**config.mk**
```make
export PLATFORM = sky130hd
export DESIGN_NAME = booth_mult_seq
export DESIGN_NICKNAME = d
export VERILOG_FILES = /design/src/rtl/booth_mult_seq.sv
export SDC_FILE = /design/constraint.sdc
export NUM_CORES = 1
export LEC_CHECK = 0
export CAP_MARGIN = 30
export CORE_UTILIZATION = 45
export CTS_BUF_LIST = sky130_fd_sc_hd__clkbuf_8
export DETAILED_ROUTE_END_ITERATION = 10
export PLACE_DENSITY_LB_ADDON = 0.1
export SLEW_MARGIN = 10
export SYNTH_ARGS = -nofsm -noshare
export SYNTH_HDL_FRONTEND = slang
export SYNTH_SLANG_ARGS = --single-unit
```
**constraint.sdc**
```tcl
create_clock -name clk -period 7.7 [get_ports clk]
set_input_delay 0.77 -clock clk [delete_from_list [all_inputs] [get_ports clk]]
set_output_delay 0.77 -clock clk [all_outputs]
set_load 0.05 [all_outputs]
```
**src/rtl/booth_mult_seq.sv**
```systemverilog
// rtl/booth_mult_seq.sv - sequential radix-2 Booth multiplier, signed/unsigned, fixed latency
//
// Computes the full 2*WIDTH-bit product of two WIDTH-bit operands, one Booth
// iteration per clock, WIDTH+1 iterations per operation.
//
// Ports:
//   clk          rising-edge clock
//   reset_n      asynchronous active-low reset (deassertion synchronised)
//   multInit     start request, sampled while not busy
//   signed_mode  1 = two's complement operands, 0 = unsigned (sampled with multInit)
//   value_A_Mc   multiplicand (sampled with multInit)
//   value_B_Mp   multiplier (sampled with multInit)
//   busy         high while an operation is running
//   done         one-cycle pulse when hi/low take a new result
//   hi           product bits [2*WIDTH-1:WIDTH]
//   low          product bits [WIDTH-1:0]
module booth_mult_seq #(
  parameter int WIDTH = 32
) (
  input  logic             clk,
  input  logic             reset_n,
  input  logic             multInit,
  input  logic             signed_mode,
  input  logic [WIDTH-1:0] value_A_Mc,
  input  logic [WIDTH-1:0] value_B_Mp,
  output logic             busy,
  output logic             done,
  output logic [WIDTH-1:0] hi,
  output logic [WIDTH-1:0] low
);

  // One extra bit lets both signed and unsigned operands be treated as signed,
  // so the same Booth recoding covers both modes and the product is exact.
  localparam int EW = WIDTH + 1;
  localparam int CW = $clog2(WIDTH + 1);
  localparam logic [CW-1:0] LAST_ITER = CW'(WIDTH);

  typedef enum logic [1:0] {
    IDLE = 2'd0,
    RUN  = 2'd1,
    DONE = 2'd2
  } state_t;

  state_t        state;
  state_t        state_next;

  logic          rst_sync;
  logic [EW-1:0] m_reg;
  logic [EW-1:0] q_reg;
  logic [EW-1:0] acc;
  logic          q_1;
  logic [CW-1:0] count;

  logic          start;
  logic          last_iter;
  logic [EW-1:0] sum;
  logic [EW-1:0] acc_next;
  logic [EW-1:0] q_next;

  // Reset asserts asynchronously but releases on a clock edge: starts are
  // held off until the edge after this flop has seen reset_n high.
  always_ff @(posedge clk or negedge reset_n) begin
    if (!reset_n) begin
      rst_sync <= 1'b0;
    end else begin
      rst_sync <= 1'b1;
    end
  end

  always_ff @(posedge clk or negedge reset_n) begin
    if (!reset_n) begin
      state <= IDLE;
    end else begin
      state <= state_next;
    end
  end

  always_comb begin
    state_next = state;
    start      = rst_sync && multInit && (state != RUN);
    last_iter  = (state == RUN) && (count == LAST_ITER);
    busy       = (state == RUN);
    done       = (state == DONE);
    unique case (state)
      IDLE: if (start) state_next = RUN;
      RUN:  if (last_iter) state_next = DONE;
      DONE: state_next = start ? RUN : IDLE;
      default: state_next = IDLE;
    endcase
  end

  // One Booth step: recode {Q[0], q_1}, add/subtract M, then arithmetic
  // shift {Acc, Q, q_1} right by one.
  always_comb begin
    sum = acc;
    unique case ({q_reg[0], q_1})
      2'b10:   sum = acc - m_reg;
      2'b01:   sum = acc + m_reg;
      default: sum = acc;
    endcase
    acc_next = {sum[EW-1], sum[EW-1:1]};
    q_next   = {sum[0], q_reg[EW-1:1]};
  end

  always_ff @(posedge clk or negedge reset_n) begin
    if (!reset_n) begin
      m_reg <= '0;
      q_reg <= '0;
      acc   <= '0;
      q_1   <= 1'b0;
      count <= '0;
      hi    <= '0;
      low   <= '0;
    end else if (start) begin
      m_reg <= signed_mode ? {value_A_Mc[WIDTH-1], value_A_Mc} : {1'b0, value_A_Mc};
      q_reg <= signed_mode ? {value_B_Mp[WIDTH-1], value_B_Mp} : {1'b0, value_B_Mp};
      acc   <= '0;
      q_1   <= 1'b0;
      count <= '0;
    end else if (state == RUN) begin
      acc   <= acc_next;
      q_reg <= q_next;
      q_1   <= q_reg[0];
      count <= count + CW'(1);
      // {Acc, Q} holds 2*WIDTH+2 bits; the top two are pure sign bits.
      if (last_iter) begin
        hi  <= {acc_next[WIDTH-2:0], q_next[WIDTH]};
        low <= q_next[WIDTH-1:0];
      end
    end
  end

endmodule
```
==> results.json <==
{
  "status": "finished, final reports clean",
  "placement_rows": 52,
  "layout_common_cells": "sky130_fd_sc_hd__nand2_1 (222), sky130_fd_sc_hd__dfrtp_1 (172), sky130_fd_sc_hd__clkdlybuf4s50_1 (132)",
  "initial_antenna_violation_count": 0,
  "cts_sinks": 172,
  "synth_ff_type": "sky130_fd_sc_hd__dfrtp_1",
  "slew-limit-headroom_pct": 40.2,
  "synthCells": 1007,
  "final_period_minus_worst_setup_slack_ps": 4560,
  "postSynthNetCount": 1112,
  "route.antenna.remaining_nets": 0,
  "synthesis.yosys.warnings": 0,
  "asyncSetResetFlopFracSynth_pct": 100,
  "routed_wirelength_mm": 21.8,
  "area_growth_syn_to_layout_pct": 21.5,
  "io_buffer_count": 133,
  "timing.reg2reg.setup_slack_ps": 3140,
  "layout-drive-gt1-share_pct": 8.41,
  "crit_fanout": 6,
  "grt_max_degree": 106,
  "mean_routed_wirelength_per_cell_microns": 15.6,
  "critical_register_to_register_path_startpoint": "m_reg[3]",
  "cts_repair_resize_count": 0,
  "hold_violations": 0,
  "cp-start-kind": "flop",
  "syn_avg_cell_area_sq_um": 9.25,
  "tritoncts": "yes",
  "first_iter_violations": 338,
  "worst-endpoint-arrival_ps": 4880,
  "critical_path.startpoint": "m_reg[3]",
  "final.hold.worst_slack_ps": 191,
  "gr-total-overflow": 0,
  "slew_violations": 0,
  "die_h_microns": 146,
  "synth-xor-area-share_pct": 5.74,
  "cts_hold_buf": 0,
  "dp_cells": 1366,
  "drv_cap": 0,
  "drc": 0,
  "fmax_ghz": 0.219,
  "post-route-period-util_pct": 59.2,
  "rr_endpoint": "hi[29]",
  "floorplan.initialDensity_pct": 46.0,
  "cts.reportedPaths.clkPinSlew_ps": 100,
  "via_per_inst": 5.34,
  "tightestPinTransition_ps": 895,
  "h_tree_levels": 4,
  "ys_seq_elements": 172,
  "setup_tns_ps": 0,
  "cts_buffers": 17,
  "top_cells_by_area_in_the_synthesized_netlist": "sky130_fd_sc_hd__dfrtp_1 (46%), sky130_fd_sc_hd__nand2_1 (9.0%), sky130_fd_sc_hd__o21ai_0 (5.6%), sky130_fd_sc_hd__ha_1 (4.8%), sky130_fd_sc_hd__mux2_2 (4.1%)",
  "post-synth-top-area-fraction_pct": 46.2,
  "layout.cells.non_filler": 1399,
  "synth-adder-area-share_pct": 5.05,
  "dieArea_sq_mm": 0.0213,
  "grt_pass1_vias": 7119,
  "grt.met3_usage_pct": 3.32,
  "endpoint_type_of_the_worst_setup_path": "flop",
  "r2r_cells": 17,
  "finalInstanceArea_sq_mm": 0.0113,
  "cp.required_ps": 8030,
  "floorplan.core_area_sq_mm": 0.0202,
  "hp-class": "primary input to async pin",
  "wire_length_of_the_first_global_routing_pass_mm": 36.3,
  "compound_gate_portion_of_the_synthesized_area_pct": 15.6,
  "finalSetupViolCount": 0,
  "synth-edff-count": 0,
  "cts_max_path_buffers": 2,
  "die_x_microns": 146,
  "unrepaired_setup_endpoints_after_global_routing": "false",
  "grt_use_met2_pct": 36.0,
  "post_synth_and_or_nand_nor_area_fraction_pct": 16.4,
  "grt-busiest-layer": "met2",
  "globalRouteTotalUtil_pct": 21.4,
  "gpl.final_weighted_congestion": 0.878,
  "synth_top_area_cell": "sky130_fd_sc_hd__dfrtp_1",
  "i_o_pin_cnt": 134,
  "critical_path.endpoint": "hi[29]",
  "synthMuxAreaShare_pct": 8.19,
  "worst_skew_pair_later_pin_latency_ps": 470,
  "gr-usage-met1_pct": 28.2,
  "insertedDiodeCount": 0,
  "dp_hpwl_mm": 15.3,
  "worst-setup-path-type": "flop to flop",
  "layout.filler_cells": 1850,
  "fin_nets": 1221,
  "cts_post_setup_buffers_inserted": 0,
  "synth_sequential_area_ratio_pct": 46.2,
  "dominant_combinational_cell_family_by_area_after_synthesis": "simple AND/OR/NAND/NOR gates",
  "most_common_cell_after_layout_fill_and_taps_aside": "sky130_fd_sc_hd__nand2_1",
  "total_number_of_vias": 7464,
  "cts-root-buf": "sky130_fd_sc_hd__clkbuf_8",
  "synth_area_sq_mm": 0.00932,
  "finClkSkew_ps": 14.3,
  "dpl-instance-area_sq_mm": 0.0109,
  "detailed_routing_iteration_count_for_the_pre_antenna_repair_pass": 4,
  "synthDistinctLibCells": 59
}
## kinds of logic (layout without fill, tap and decap cells)
| family | count (synthesis) | in the layout |
|---|---|---|
| AO/OA/AOI/OAI | 243 | 243 |
| multiplexers | 72 | 72 |
| other | 1 | 1 |
| flip-flops | 172 | 172 |
| adder cells (fa/ha/maj) | 37 | 37 |
| AND/OR/NAND/NOR | 353 | 353 |
| XOR/XNOR | 61 | 61 |
| buffers and inverters | 68 | 190 |
## stage by stage
stage	setup WS (ps)	utilization, %
after floorplan	3740	-
after global placement	3300	53.7
after detailed placement	3140	53.8
after CTS	3110	55.8
after global routing	2650	55.9
final	3140	55.9
## routing by layer
layer	wire length, microns	share of wire (%)	vias up
li1	-	-	3714
met1	9970	46	3581
met2	10600	49	145
met3	888	4.1	24
met4	349	1.6	0
met5	0	0	-
## area by class of cell
| class | instances | area [sq um] | area share [%] |
|---|---|---|---|
| Multi-Input combinational cell | 767 | 4770 | 42.2 |
| Sequential cell | 172 | 4300 | 38.0 |
| Timing Repair Buffer | 144 | 1460 | 12.9 |
| Tap cell | 270 | 338 | 2.98 |
| Clock buffer | 18 | 248 | 2.19 |
| Clock inverter | 14 | 149 | 1.32 |
| Inverter | 14 | 52.6 | 0.464 |
## how the worst min path moves through the flow
stage	from	slack (ps)	depth (start not counted)	endpoint
floorplan	count[5]	440	1	count[5]
global placement	low[23]	460	2	low[23]
detailed placement	low[2]	460	2	low[2]
CTS	reset_n	460	1	m_reg[5]
global route	reset_n	200	1	m_reg[1]
finish	reset_n	190	1	m_reg[1]
## Yosys cell counts, drive strengths merged, types with 2 or more instances
library cell / instances
and3: 9
xor2: 43
nand2: 224
buf: 18
nor3: 16
nor2: 49
a21o: 17
mux2i: 38
nand2b: 8
dfrtp: 172
nor2b: 3
nor4: 8
or2: 2
clkbuf: 36
o211ai: 7
o21ai: 109
a22o: 13
o31ai: 5
o21bai: 3
a31oi: 10
a21oi: 61
or3: 5
a31o: 3
ha: 36
nand3: 15
a211oi: 4
nand4: 8
o21a: 3
mux2: 34
inv: 13
xnor2: 18
## critical path, stage by stage, from the launching register on
cell,delay (ps)
sky130_fd_sc_hd__dfrtp_1,420
sky130_fd_sc_hd__or3_1,410
sky130_fd_sc_hd__nor3_1,240
sky130_fd_sc_hd__nand2b_1,150
sky130_fd_sc_hd__nor2b_1,320
sky130_fd_sc_hd__nand3b_1,190
sky130_fd_sc_hd__nor2_1,340
sky130_fd_sc_hd__a21oi_1,140
sky130_fd_sc_hd__xor2_1,160
sky130_fd_sc_hd__ha_1,380
sky130_fd_sc_hd__nand4_1,160
sky130_fd_sc_hd__or2_2,320
sky130_fd_sc_hd__or3_1,390
sky130_fd_sc_hd__o211ai_2,230
sky130_fd_sc_hd__o31ai_4,90
sky130_fd_sc_hd__o21bai_2,180
sky130_fd_sc_hd__mux2i_1,200
sky130_fd_sc_hd__o211ai_1,100
Power is not shown: default switching activity piles up to over one toggle a cycle in this logic, so the estimate is an artifact.
